`config.mk`:
```
export PLATFORM = sky130hd
export DESIGN_NAME = ddram_mux
export DESIGN_NICKNAME = d
export VERILOG_FILES = /design/src/rtl/ddram_mux.sv
export SDC_FILE = /design/constraint.sdc
export NUM_CORES = 1
export LEC_CHECK = 0
export BUFFER_PORTS_ARGS = -buffer_cell sky130_fd_sc_hd__buf_4
export CORE_AREA = 2 2 322 324
export DETAILED_ROUTE_END_ITERATION = 16
export DIE_AREA = 0 0 324 326
export PLACE_DENSITY_LB_ADDON = 0.2
export SYNTH_ARGS = -nofsm -noshare
export SYNTH_HDL_FRONTEND = slang
export SYNTH_SLANG_ARGS = --single-unit
```
`constraint.sdc`:
```
create_clock -name DDRAM_CLK -period 26.3 [get_ports DDRAM_CLK]
set_input_delay 7.89 -clock DDRAM_CLK [delete_from_list [all_inputs] [get_ports DDRAM_CLK]]
set_output_delay 7.89 -clock DDRAM_CLK [all_outputs]
set_load 0.02 [all_outputs]
```
`src/rtl/ddram_mux.sv`:
```
// ddram_mux: N-channel round-robin Avalon-MM front end onto a single DDRAM port, with an optional per-channel read line cache.
// Optional feature macro DDRAM_PREFETCH_EN: cache misses fetch a 2-beat burst and keep the second beat as a prefetch line.
module ddram_mux #(
    parameter int         NUM_CH     = 4,
    parameter logic [3:0] BASE_ADDR  = 4'b0011,
    parameter logic [7:0] CACHE_MASK = 8'h03,
    parameter int         MAX_BURST  = 2
) (
    input  logic                 DDRAM_CLK,
    input  logic                 DDRAM_RESET_N,
    input  logic                 DDRAM_BUSY,
    output logic [7:0]           DDRAM_BURSTCNT,
    output logic [28:0]          DDRAM_ADDR,
    input  logic [63:0]          DDRAM_DOUT,
    input  logic                 DDRAM_DOUT_READY,
    output logic                 DDRAM_RD,
    output logic [63:0]          DDRAM_DIN,
    output logic [7:0]           DDRAM_BE,
    output logic                 DDRAM_WE,
    input  logic [NUM_CH*25-1:0] ch_addr,
    input  logic [NUM_CH*64-1:0] ch_din,
    input  logic [NUM_CH*8-1:0]  ch_be,
    input  logic [NUM_CH-1:0]    ch_req,
    input  logic [NUM_CH-1:0]    ch_rnw,
    output logic [NUM_CH*64-1:0] ch_dout,
    output logic [NUM_CH-1:0]    ch_ready
);
    localparam int CW = (NUM_CH > 1) ? $clog2(NUM_CH) : 1;
    localparam logic [NUM_CH-1:0] CACHED = CACHE_MASK[NUM_CH-1:0];
`ifdef DDRAM_PREFETCH_EN
    localparam logic [7:0] MISS_BURST = (MAX_BURST >= 2) ? 8'd2 : 8'd1;
`else
    // Misses are always single-beat when no prefetch register exists to take a second beat.
    localparam logic [7:0] MISS_BURST = 8'(MAX_BURST > 0);
`endif

    typedef enum logic [1:0] {IDLE, CMD, RD1, RD2} state_t;

    logic [1:0]  rst_sync_q;
    logic        rst_n;

    state_t      state_q, state_d;
    logic [CW-1:0] rr_q, rr_d, gnt_q, gnt_d;
    logic [NUM_CH-1:0] pend_q, pend_d;
    logic [24:0] req_addr_q [NUM_CH];
    logic [24:0] req_addr_d [NUM_CH];
    logic [63:0] req_din_q  [NUM_CH];
    logic [63:0] req_din_d  [NUM_CH];
    logic [7:0]  req_be_q   [NUM_CH];
    logic [7:0]  req_be_d   [NUM_CH];
    logic [NUM_CH-1:0] req_rnw_q, req_rnw_d;

    logic [NUM_CH-1:0] line_valid_q, line_valid_d;
    logic [24:0] line_addr_q [NUM_CH];
    logic [24:0] line_addr_d [NUM_CH];
    logic [63:0] dout_q [NUM_CH];
    logic [63:0] dout_d [NUM_CH];
    logic [NUM_CH-1:0] ready_q, ready_d;

    logic        rd_q, rd_d, we_q, we_d;
    logic [24:0] addr_q, addr_d;
    logic [63:0] din_q, din_d;
    logic [7:0]  be_q, be_d, burst_q, burst_d;

    logic        gnt_found, line_hit;
    logic [CW-1:0] gnt_idx;
    logic [CW:0] rr_idx;
    logic [24:0] g_addr;

`ifdef DDRAM_PREFETCH_EN
    logic [NUM_CH-1:0] pf_valid_q, pf_valid_d;
    logic [24:0] pf_addr_q [NUM_CH];
    logic [24:0] pf_addr_d [NUM_CH];
    logic [63:0] pf_data_q [NUM_CH];
    logic [63:0] pf_data_d [NUM_CH];
    logic        refill_q, refill_d, pf_hit;
`endif

    // Reset asserts asynchronously but releases on a clock edge.
    always_ff @(posedge DDRAM_CLK or negedge DDRAM_RESET_N) begin
        if (!DDRAM_RESET_N) rst_sync_q <= 2'b00;
        else                rst_sync_q <= {rst_sync_q[0], 1'b1};
    end
    assign rst_n = rst_sync_q[1];

    always_comb begin
        state_d      = state_q;
        rr_d         = rr_q;
        gnt_d        = gnt_q;
        pend_d       = pend_q;
        req_addr_d   = req_addr_q;
        req_din_d    = req_din_q;
        req_be_d     = req_be_q;
        req_rnw_d    = req_rnw_q;
        line_valid_d = line_valid_q;
        line_addr_d  = line_addr_q;
        dout_d       = dout_q;
        ready_d      = '0;
        rd_d         = rd_q;
        we_d         = we_q;
        addr_d       = addr_q;
        din_d        = din_q;
        be_d         = be_q;
        burst_d      = burst_q;
        gnt_found    = 1'b0;
        gnt_idx      = '0;
        rr_idx       = '0;
`ifdef DDRAM_PREFETCH_EN
        pf_valid_d   = pf_valid_q;
        pf_addr_d    = pf_addr_q;
        pf_data_d    = pf_data_q;
        refill_d     = refill_q;
`endif

        for (int i = 0; i < NUM_CH; i++) begin
            if (ch_req[i] && !pend_q[i]) begin
                pend_d[i]     = 1'b1;
                req_addr_d[i] = ch_addr[i*25 +: 25];
                req_din_d[i]  = ch_din[i*64 +: 64];
                req_be_d[i]   = ch_be[i*8 +: 8];
                req_rnw_d[i]  = ch_rnw[i];
            end
        end

        for (int k = 0; k < NUM_CH; k++) begin
            rr_idx = {1'b0, rr_q} + (CW+1)'(k);
            if (rr_idx >= (CW+1)'(NUM_CH)) rr_idx = rr_idx - (CW+1)'(NUM_CH);
            if (!gnt_found && pend_q[rr_idx[CW-1:0]]) begin
                gnt_found = 1'b1;
                gnt_idx   = rr_idx[CW-1:0];
            end
        end

        g_addr   = req_addr_q[gnt_idx];
        line_hit = CACHED[gnt_idx] && line_valid_q[gnt_idx] && (line_addr_q[gnt_idx] == g_addr);
`ifdef DDRAM_PREFETCH_EN
        pf_hit   = CACHED[gnt_idx] && pf_valid_q[gnt_idx] && (pf_addr_q[gnt_idx] == g_addr);
`endif

        case (state_q)
            IDLE: begin
                if (gnt_found) begin
                    pend_d[gnt_idx] = 1'b0;
                    rr_d   = (gnt_idx == CW'(NUM_CH-1)) ? '0 : gnt_idx + 1'b1;
                    gnt_d  = gnt_idx;
                    addr_d = g_addr;
                    if (!req_rnw_q[gnt_idx]) begin
                        // An all-zero byte mask completes without touching DDR or the caches.
                        if (req_be_q[gnt_idx] == 8'h00) begin
                            ready_d[gnt_idx] = 1'b1;
                        end else begin
                            we_d    = 1'b1;
                            din_d   = req_din_q[gnt_idx];
                            be_d    = req_be_q[gnt_idx];
                            burst_d = 8'd1;
                            state_d = CMD;
                            for (int j = 0; j < NUM_CH; j++) begin
                                if (line_addr_q[j] == g_addr) line_valid_d[j] = 1'b0;
`ifdef DDRAM_PREFETCH_EN
                                if (pf_addr_q[j] == g_addr) pf_valid_d[j] = 1'b0;
`endif
                            end
                        end
                    end else if (line_hit) begin
                        ready_d[gnt_idx] = 1'b1;
`ifdef DDRAM_PREFETCH_EN
                    end else if (pf_hit) begin
                        // Promote the prefetch line and refill prefetch with the following word.
                        dout_d[gnt_idx]       = pf_data_q[gnt_idx];
                        line_addr_d[gnt_idx]  = g_addr;
                        line_valid_d[gnt_idx] = 1'b1;
                        pf_valid_d[gnt_idx]   = 1'b0;
                        ready_d[gnt_idx]      = 1'b1;
                        rd_d     = 1'b1;
                        be_d     = 8'hFF;
                        addr_d   = g_addr + 25'd1;
                        burst_d  = 8'd1;
                        refill_d = 1'b1;
                        state_d  = CMD;
`endif
                    end else begin
                        rd_d    = 1'b1;
                        be_d    = 8'hFF;
                        burst_d = CACHED[gnt_idx] ? MISS_BURST : 8'd1;
`ifdef DDRAM_PREFETCH_EN
                        refill_d = 1'b0;
`endif
                        state_d = CMD;
                    end
                end
            end
            CMD: begin
                if (!DDRAM_BUSY) begin
                    rd_d = 1'b0;
                    we_d = 1'b0;
                    if (we_q) begin
                        ready_d[gnt_q] = 1'b1;
                        state_d = IDLE;
                    end else begin
                        state_d = RD1;
                    end
                end
            end
            RD1: begin
                if (DDRAM_DOUT_READY) begin
`ifdef DDRAM_PREFETCH_EN
                    if (refill_q) begin
                        pf_data_d[gnt_q]  = DDRAM_DOUT;
                        pf_addr_d[gnt_q]  = addr_q;
                        pf_valid_d[gnt_q] = 1'b1;
                        state_d = IDLE;
                    end else
`endif
                    begin
                        dout_d[gnt_q]  = DDRAM_DOUT;
                        ready_d[gnt_q] = 1'b1;
                        if (CACHED[gnt_q]) begin
                            line_valid_d[gnt_q] = 1'b1;
                            line_addr_d[gnt_q]  = addr_q;
                        end
                        state_d = (burst_q == 8'd2) ? RD2 : IDLE;
                    end
                end
            end
            RD2: begin
`ifdef DDRAM_PREFETCH_EN
                if (DDRAM_DOUT_READY) begin
                    pf_data_d[gnt_q]  = DDRAM_DOUT;
                    pf_addr_d[gnt_q]  = addr_q + 25'd1;
                    pf_valid_d[gnt_q] = 1'b1;
                    state_d = IDLE;
                end
`else
                state_d = IDLE;
`endif
            end
            default: state_d = IDLE;
        endcase
    end

    always_ff @(posedge DDRAM_CLK or negedge rst_n) begin
        if (!rst_n) begin
            state_q      <= IDLE;
            rr_q         <= '0;
            gnt_q        <= '0;
            pend_q       <= '0;
            req_addr_q   <= '{default: '0};
            req_din_q    <= '{default: '0};
            req_be_q     <= '{default: '0};
            req_rnw_q    <= '0;
            line_valid_q <= '0;
            line_addr_q  <= '{default: '0};
            dout_q       <= '{default: '0};
            ready_q      <= '0;
            rd_q         <= 1'b0;
            we_q         <= 1'b0;
            addr_q       <= '0;
            din_q        <= '0;
            be_q         <= '0;
            burst_q      <= 8'd1;
`ifdef DDRAM_PREFETCH_EN
            pf_valid_q   <= '0;
            pf_addr_q    <= '{default: '0};
            pf_data_q    <= '{default: '0};
            refill_q     <= 1'b0;
`endif
        end else begin
            state_q      <= state_d;
            rr_q         <= rr_d;
            gnt_q        <= gnt_d;
            pend_q       <= pend_d;
            req_addr_q   <= req_addr_d;
            req_din_q    <= req_din_d;
            req_be_q     <= req_be_d;
            req_rnw_q    <= req_rnw_d;
            line_valid_q <= line_valid_d;
            line_addr_q  <= line_addr_d;
            dout_q       <= dout_d;
            ready_q      <= ready_d;
            rd_q         <= rd_d;
            we_q         <= we_d;
            addr_q       <= addr_d;
            din_q        <= din_d;
            be_q         <= be_d;
            burst_q      <= burst_d;
`ifdef DDRAM_PREFETCH_EN
            pf_valid_q   <= pf_valid_d;
            pf_addr_q    <= pf_addr_d;
            pf_data_q    <= pf_data_d;
            refill_q     <= refill_d;
`endif
        end
    end

    assign DDRAM_RD       = rd_q;
    assign DDRAM_WE       = we_q;
    assign DDRAM_ADDR     = {BASE_ADDR, addr_q};
    assign DDRAM_DIN      = din_q;
    assign DDRAM_BE       = be_q;
    assign DDRAM_BURSTCNT = burst_q;
    assign ch_ready       = ready_q;

    for (genvar gi = 0; gi < NUM_CH; gi++) begin : g_dout
        assign ch_dout[gi*64 +: 64] = dout_q[gi];
    end
endmodule

```
# Yosys cells after proc, flatten, opt, wreduce, memory -nomap -nowiden

Cells that the tools add are included.

Register bits: 875
Logic and storage cells: 230

Add/subtract/negate cells: 8
Order comparisons: 15
Equality and inequality tests: 26
Mux-type cells: 99
Bitwise gates (word level): 7
Reductions and logical operators: 35

Operators with widths:

| cell                                                                          | number |
|---|---|
| 256-bit bitwise mux                                                           | 1 |
| 64-bit two-way mux                                                            | 3 |
| 64-bit binary-select mux with 2-bit select                                    | 1 |
| 64-bit demux with 2-bit select                                                | 1 |
| 25-bit equality test                                                          | 5 |
| 25-bit two-way mux                                                            | 5 |
| 25-bit binary-select mux with 2-bit select                                    | 2 |
| 100-bit bitwise mux                                                           | 1 |
| 8-bit two-way mux                                                             | 8 |
| 4-bit two-way mux                                                             | 14 |
| 25-bit demux with 2-bit select                                                | 1 |
| 2-bit two-way mux                                                             | 17 |
| 1-bit two-way mux                                                             | 29 |
| 2-bit inequality test (second input constant)                                 | 14 |
| 7-bit AND reduction                                                           | 4 |
| 2-bit by 3-bit less-than comparator with 1-bit output (second input constant) | 6 |
| 1-bit binary-select mux with 2-bit select                                     | 8 |
| 8-bit binary-select mux with 2-bit select                                     | 1 |
| 3-bit >= comparator (second input constant)                                   | 5 |
| 5-bit AND reduction                                                           | 3 |
| 1-bit logical AND                                                             | 12 |
| 4-bit one-hot mux with 3 select lines                                         | 1 |
| 8-bit by 2-bit equality test with 1-bit output (second input constant)        | 1 |
| 8-bit logical NOT                                                             | 1 |
| other kinds (25)                                                              | 46 |

# Logic depth before layout (Yosys ltp)

Gate-level depths: netlist (run 1).

Word-level depth: 24
Mapped depth: 15
Gate-level depth less buffers: 10

# Worst setup path before layout (run 1)

No wires, ideal clock.

Path kind: in2reg
Start point: input DDRAM_DOUT_READY
End point: register line_addr_q[89] in the netlist's numbering
Setup time: 0.125 ns
Arrival: 9.346 ns
Setup slack: 16.829 ns
Stages: 6
Cells stage by stage: nand2_1 > or3_1 > clkbuf_1 > clkbuf_1 > clkbuf_1 > mux2_2

Longest elaborated chain between the ends: 1

Ends and longest elaborated chain:

| element                       | RTL line | source |
|---|---|---|
| start: declaration            | 15       | `input logic DDRAM_DOUT_READY,` |
| 3-bit AND reduction (no line) | n/a      |  |
| end signal: assignment        | 277      | `line_addr_q <= line_addr_d;` |
| end: declaration              | 54       | `logic [24:0] line_addr_q [NUM_CH];` |

No other way between the ends.
A chain may end at the register's enable or synchronous reset.

# Final worst setup path (run 1)

Start point: input ch_req[2]
End point: register req_din_q[83] in the netlist's numbering

Longest elaborated chain between the ends: 1

Ends and longest elaborated chain:

| element                | RTL line | source |
|---|---|---|
| start: declaration     | 23       | `input logic [NUM_CH-1:0] ch_req,` |
| 1-bit logical AND      | 116      | `if (ch_req[i] && !pend_q[i]) begin` |
| end signal: assignment | 273      | `req_din_q <= req_din_d;` |
| end: declaration       | 47       | `logic [63:0] req_din_q [NUM_CH];` |

No other way between the ends.

==> impl_metrics.json, run 1 <==
{
  "die_x_um": 324,
  "hold_buffers": 0,
  "synth_area_leaders": "dfrtp_1, mux2_2, nand2_1, o21ai_0, nand3_1",
  "gp_congestion": 0.822,
  "rows": 118,
  "ys.flop_type": "dfrtp_1",
  "hold_violations": 0,
  "max_slew_margin_pct": 25.8,
  "synthDistinctLibCells": 57,
  "fin_crit_sh_pct": 36.6,
  "avgRoutedWirePerCell_um": 24.0,
  "insertion_delay_ns": 0.69,
  "grt_max_degree": 187,
  "setup_viol": 0,
  "netlist_instances": 3060,
  "syn-cell-area_um2": 37000,
  "cp.required_ns": 26.83,
  "dieArea_um2": 106000,
  "rsz0062_at_grt": "false",
  "report.final.slew_viol_count": 0,
  "grt_first_pass_wirelength_um": 185000,
  "max-vdd-ir-drop_uv": 113,
  "drive_above_1_share_pct": 45.7,
  "synth_edf_count": 0,
  "placed_cell_area_um2": 44200,
  "final_nets": 4237,
  "cts_tree": "built",
  "holdCritStartpoint": "rst_sync_q[0]$_DFF_PN0_",
  "fin_area_um2": 47600,
  "utilization_pct": 46.4,
  "dieHeight_um": 326,
  "avgSynthCellArea_um2": 12.1,
  "antenna_found_initial": 31,
  "crit_path_end_kind": "flip-flop",
  "p_per_area_nw_per_um2": 143,
  "cts_buffers": 100,
  "outcome": "finished, final reports clean",
  "synth-seq-cells": 865,
  "clock-sinks": 865,
  "grt-ovfl-total": 0,
  "async_reset_ff_share_pct": 100,
  "criticalPathCategory": "in2reg",
  "startpoint_type": "primary input",
  "ctsLongestPathBuffers": 3,
  "drt_iter0_markers": 1634,
  "drtAntennaViolNets": 0,
  "clock_skew_ns": 0.0425,
  "wl_um": 126000,
  "hp-class": "reg2reg",
  "avgViaCountPerCell": 5.02,
  "worst_pin_slew_ns": 1.11,
  "ys_seq_area_share_pct": 58.5,
  "area_delta_synth_final_pct": 28.8,
  "synth_top_area_share_pct": 58.5,
  "htreeDepth": 3,
  "arrival_ns": 10.16,
  "max_cap_violations": 0,
  "io_pins": 835,
  "dp.final_hpwl_um": 87800,
  "core_area_um2": 103000,
  "fin_setup_tns_ns": 0,
  "synth_largest_area_cell": "dfrtp_1",
  "place.port_buffers": 822,
  "routed-via-count": 26400,
  "grt_usage_pct": 23.6,
  "min_period_ns": 9.63,
  "drt_first_pass_iters": 5,
  "start_util_pct": 36.0,
  "critPathLaunch": "ch_req[2]",
  "post_cts_resized": 0,
  "leakage_nw": 22.7,
  "r2r-start": "pend_q[3]$_DFF_PN0_",
  "cts_setup_buffers": 0,
  "grt_pass1_vias": 27200,
  "yosysWarningCount": 0,
  "clockRootBuffer": "clkbuf_16",
  "cp_max_fo": 46,
  "fmax_ghz": 0.104,
  "drc": 0,
  "cts.clk_slew.worst_paths_ns": 0.06
}
[critical path, cell delays in order]
cell     delay (ns)
buf_4          0.09
nor2b_4        0.25
buf_4          0.63
buf_4          0.75
mux2_2         0.41
[through the flow]
step	instances	power [mW]	worst slack, ns	hold slack (ns)
after floorplan	3071	4.22	0.404	0.331
after global placement	5050	5.41	16.03	0.343
after detailed placement	5050	5.46	15.99	0.343
after CTS	5237	6.89	16.70	0.356
after global routing	5250	7.26	16.62	0.369
final	5255	6.81	16.67	0.353
[Yosys cell counts, types with 10 or more instances]
library cell	instances
o21ai_0	205
mux2_2	698
dfrtp_1	865
buf_2	27
o211ai_1	20
o21ai_1	15
xor2_1	36
a211oi_1	58
nand4_1	16
and3_1	51
nor4_1	10
buf_4	15
buf_1	21
clkbuf_1	192
nand3_1	189
nand2b_1	11
nor2_1	23
nand2_1	477
xnor2_1	18
a211o_1	18
[layout by cell type (no fill, tap or decap), types with 3 or more instances in the layout]
cell	instances
dfrtp_1	864
buf_4	855
mux2_2	698
nand2_1	475
o21ai_0	205
nand3_1	189
clkbuf_16	103
a211oi_1	58
and3_1	51
xor2_1	36
clkinv_2	27
clkbuf_8	25
nor2_1	21
o211ai_1	20
clkbuf_1	19
diode_2	18
a211o_1	18
xnor2_1	18
nand4_1	16
o21ai_1	15
conb_1	13
nand2b_1	11
nor4_1	10
a31oi_1	8
or2_2	8
nand4b_1	7
a22oi_1	5
inv_6	4
a211oi_2	4
a31o_2	4
nor3_1	4
and2_1	4
bufinv_16	4
a21oi_1	3
nor2b_4	3
clkinvlp_4	3
buf_12	3
[registers in the layout (all words and copies together) (netlist names), 4 cells and up]
signal       cells
line_addr_q    100
req_rnw_q        4
ch_dout        256
DDRAM_DIN       64
req_be_q        32
req_addr_q     100
req_din_q      256
pend_q           4
DDRAM_BE         8
addr_q          25
ch_ready         4
[path summary, 6_finish.rpt]
check | endpoint | slack [ns] | cells past startpoint
max in group asynchronous | rst_sync_q[1]$_DFF_PN0_ | 19.21 | 1
setup / recovery | req_din_q[83]$_DFFE_PN0P_ | 16.67 | 5
hold / removal | rst_sync_q[1]$_DFF_PN0_ | 0.35 | 0
hold reg to reg | rst_sync_q[1]$_DFF_PN0_ | 0.35 | 0
min in group asynchronous | ch_dout[112]$_DFFE_PN0P_ | 0.42 | 0
setup reg to reg | DDRAM_BE[5]$_DFFE_PN0P_ | 20.63 | 11
[report_power, final]
| group | total, mW | leakage, nW | switching (mW) | internal (mW) |
|---|---|---|---|---|
| registers | 2.25 | 10.8 | 0.345 | 1.91 |
| logic | 3.15 | 10.2 | 1.91 | 1.24 |
| clock network | 1.41 | 1.67 | 0.580 | 0.827 |
[final cells by class]
class                      instances  area [um^2]
multi-input combinational       1943        14400
clock inverter                    40          345
tap                             1380         1730
clock buffer                     147         2990
timing repair buffer             858         6480
inverter                           4         20.0
sequential                       865        21600
fill                            9593        55000
antenna                           18         45.0
[kinds of logic after synthesis]
group | after synthesis | share of synthesized area [%]
AND/OR/NAND/NOR | 825 | 10.1
buffers and inverters | 263 | 2.99
other | 2 | 0.0203
AO/OA/AOI/OAI | 350 | 5.72
flip-flops | 865 | 58.5
XOR/XNOR | 54 | 1.28
adder cells (fa/ha/maj) | 1 | 0.0338
multiplexers | 700 | 21.3
[layer usage]
layer	routed length [um]	part of all wire [%]	GRT usage, %	vias to the layer above
met4	5600	4.4	10.8	22
met5	146	0.12	0	-
met3	8990	7.1	7.24	246
met2	60600	48	38.0	732
li1	-	-	-	12100
met1	50600	40	29.1	13200
No activity file was read; power rests on OpenSTA's default activity.
==> run 2, diff against run 1 <==
- CORE_AREA: 2 2 322 324 -> 2 2 325 327
- DIE_AREA: 0 0 324 326 -> 0 0 327 329
- clock period: 26.3 -> 9.85 ns (I/O delays scaled with it)
==> run 2 against run 1 <==
Net effect:
- sequential power rose to 2.7 times the previous value
- sequential cell count did not move
- first-iteration DRC count fell by 7.4%
- core utilization fell by 0.91 points
- largest power group unchanged
==> impl_metrics.json, run 2 (same netlist as run 1, synthesis figures left out) <==
{
  "outcome": "finished, final reports clean",
  "drc": 0,
  "drt_first_pass_iters": 5,
  "routed-via-count": 26500,
  "hold_violations": 0,
  "dp.final_hpwl_um": 87600,
  "cts_tree": "built",
  "max-vdd-ir-drop_uv": 235,
  "leakage_nw": 22.6,
  "clockRootBuffer": "clkbuf_16",
  "cts.clk_slew.worst_paths_ns": 0.06,
  "setup_viol": 0,
  "rows": 119,
  "clock-sinks": 865,
  "drive_above_1_share_pct": 45.2,
  "hp-class": "reg2reg",
  "fin_setup_tns_ns": 0,
  "max_cap_violations": 0,
  "htreeDepth": 3,
  "wl_um": 126000,
  "startpoint_type": "flip-flop",
  "drt_iter0_markers": 1513,
  "layout_common_cells": "dfrtp_1, buf_4, mux2_2",
  "crit_path_end_kind": "flip-flop",
  "dieHeight_um": 329,
  "p_per_area_nw_per_um2": 381,
  "max_slew_margin_pct": 26.3,
  "cp.required_ns": 10.39,
  "fillers": 9846,
  "grt_first_pass_wirelength_um": 184000,
  "drtAntennaViolNets": 0,
  "area_delta_synth_final_pct": 28.4,
  "cp_max_fo": 66,
  "antenna_found_initial": 23,
  "grt_usage_pct": 22.9,
  "cts_setup_buffers": 0,
  "dieArea_um2": 108000,
  "grt_pass1_vias": 27100,
  "fin_crit_sh_pct": 53.4,
  "worst_pin_slew_ns": 1.11,
  "layout.cells.non_filler": 5251,
  "avgRoutedWirePerCell_um": 24.0,
  "gp_congestion": 0.830,
  "die_x_um": 327,
  "clock_skew_ns": 0.0140,
  "io_pins": 835,
  "report.final.slew_viol_count": 0,
  "avgViaCountPerCell": 5.04,
  "mostFrequentLayoutCell": "dfrtp_1",
  "dpl.cell_count": 5060,
  "grt-ovfl-total": 0,
  "grt_max_degree": 178,
  "criticalPathCategory": "reg2reg",
  "place.port_buffers": 822,
  "post_cts_resized": 0,
  "fmax_ghz": 0.190,
  "insertion_delay_ns": 0.69,
  "arrival_ns": 5.81,
  "start_util_pct": 35.4,
  "hold_buffers": 0,
  "rsz0062_at_grt": "false",
  "ctsLongestPathBuffers": 3,
  "final_nets": 4235,
  "core_area_um2": 104000,
  "cts_buffers": 99,
  "min_period_ns": 5.26
}
## run 2: worst max-delay path: stages (launching register included)
cell and delay [ns]:
dfrtp_1 0.54, mux2i_1 0.13, a22oi_1 0.27, and2b_4 0.80, inv_2 0.28, buf_4 0.40
a211oi_1 0.79, a211o_1 0.21, nand4b_1 0.25, or4b_2 0.71, nor4_4 0.53, o21ai_1 0.16
## run 2: cell type report
| class | count | area (um^2) | share of cell area (%) |
|---|---|---|---|
| Antenna cell | 11 | 27.5 | 0.0580 |
| Clock buffer | 161 | 2990 | 6.30 |
| Clock inverter | 19 | 214 | 0.450 |
| Inverter | 4 | 20.0 | 0.0422 |
| Multi-Input combinational cell | 1943 | 14400 | 30.3 |
| Sequential cell | 865 | 21600 | 45.6 |
| Tap cell | 1391 | 1740 | 3.66 |
| Timing Repair Buffer | 857 | 6480 | 13.7 |
## run 2: metal layers
layer / up-vias / wire length (um) / GRT usage, %
met3: 191 / 8740 / 6.53
met1: 13400 / 50800 / 28.3
met2: 715 / 62400 / 38.3
met4: 30 / 3760 / 8.03
met5: - / 206 / 0
li1: 12100 / - / -
## run 2: stage by stage
step | instance area [um^2] | utilization [%] | worst slack (ns) | hold WS (ns) | power (mW)
final | 47500 | 45.5 | 4.59 | 0.353 | 18.1
after detailed placement | 44300 | 42.4 | 4.30 | 0.350 | 14.6
after global placement | 44300 | 42.4 | 4.35 | 0.335 | 14.4
after global routing | 47500 | 45.5 | 4.22 | 0.362 | 19.2
after CTS | 47500 | 45.5 | 4.45 | 0.365 | 18.3
after floorplan | 37000 | - | 1.53 | 0.331 | 11.2
## run 2: where the power goes
part | total, mW | switching, mW | internal, mW | leakage [nW]
Combinational | 8.45 | 5.14 | 3.31 | 10.2
Sequential | 6.01 | 0.907 | 5.10 | 10.8
Clock | 3.64 | 1.54 | 2.10 | 1.56
Total | 18.1 | 7.59 | 10.5 | 22.6
## run 2: path summary, 6_finish.rpt
kind,from,endpoint,slack (ns),cells past startpoint
setup / recovery,pend_q[3]$_DFF_PN0_,DDRAM_BE[7]$_DFFE_PN0P_,4.59,11
min in group asynchronous,rst_sync_q[1]$_DFF_PN0_,ch_dout[55]$_DFFE_PN0P_,0.40,0
max in group asynchronous,rst_sync_q[1]$_DFF_PN0_,line_valid_q[1]$_DFFE_PN0P_,7.26,2
hold / removal,rst_sync_q[0]$_DFF_PN0_,rst_sync_q[1]$_DFF_PN0_,0.35,0
hold reg to reg,rst_sync_q[0]$_DFF_PN0_,rst_sync_q[1]$_DFF_PN0_,0.35,0
setup reg to reg,pend_q[3]$_DFF_PN0_,DDRAM_BE[7]$_DFFE_PN0P_,4.59,11
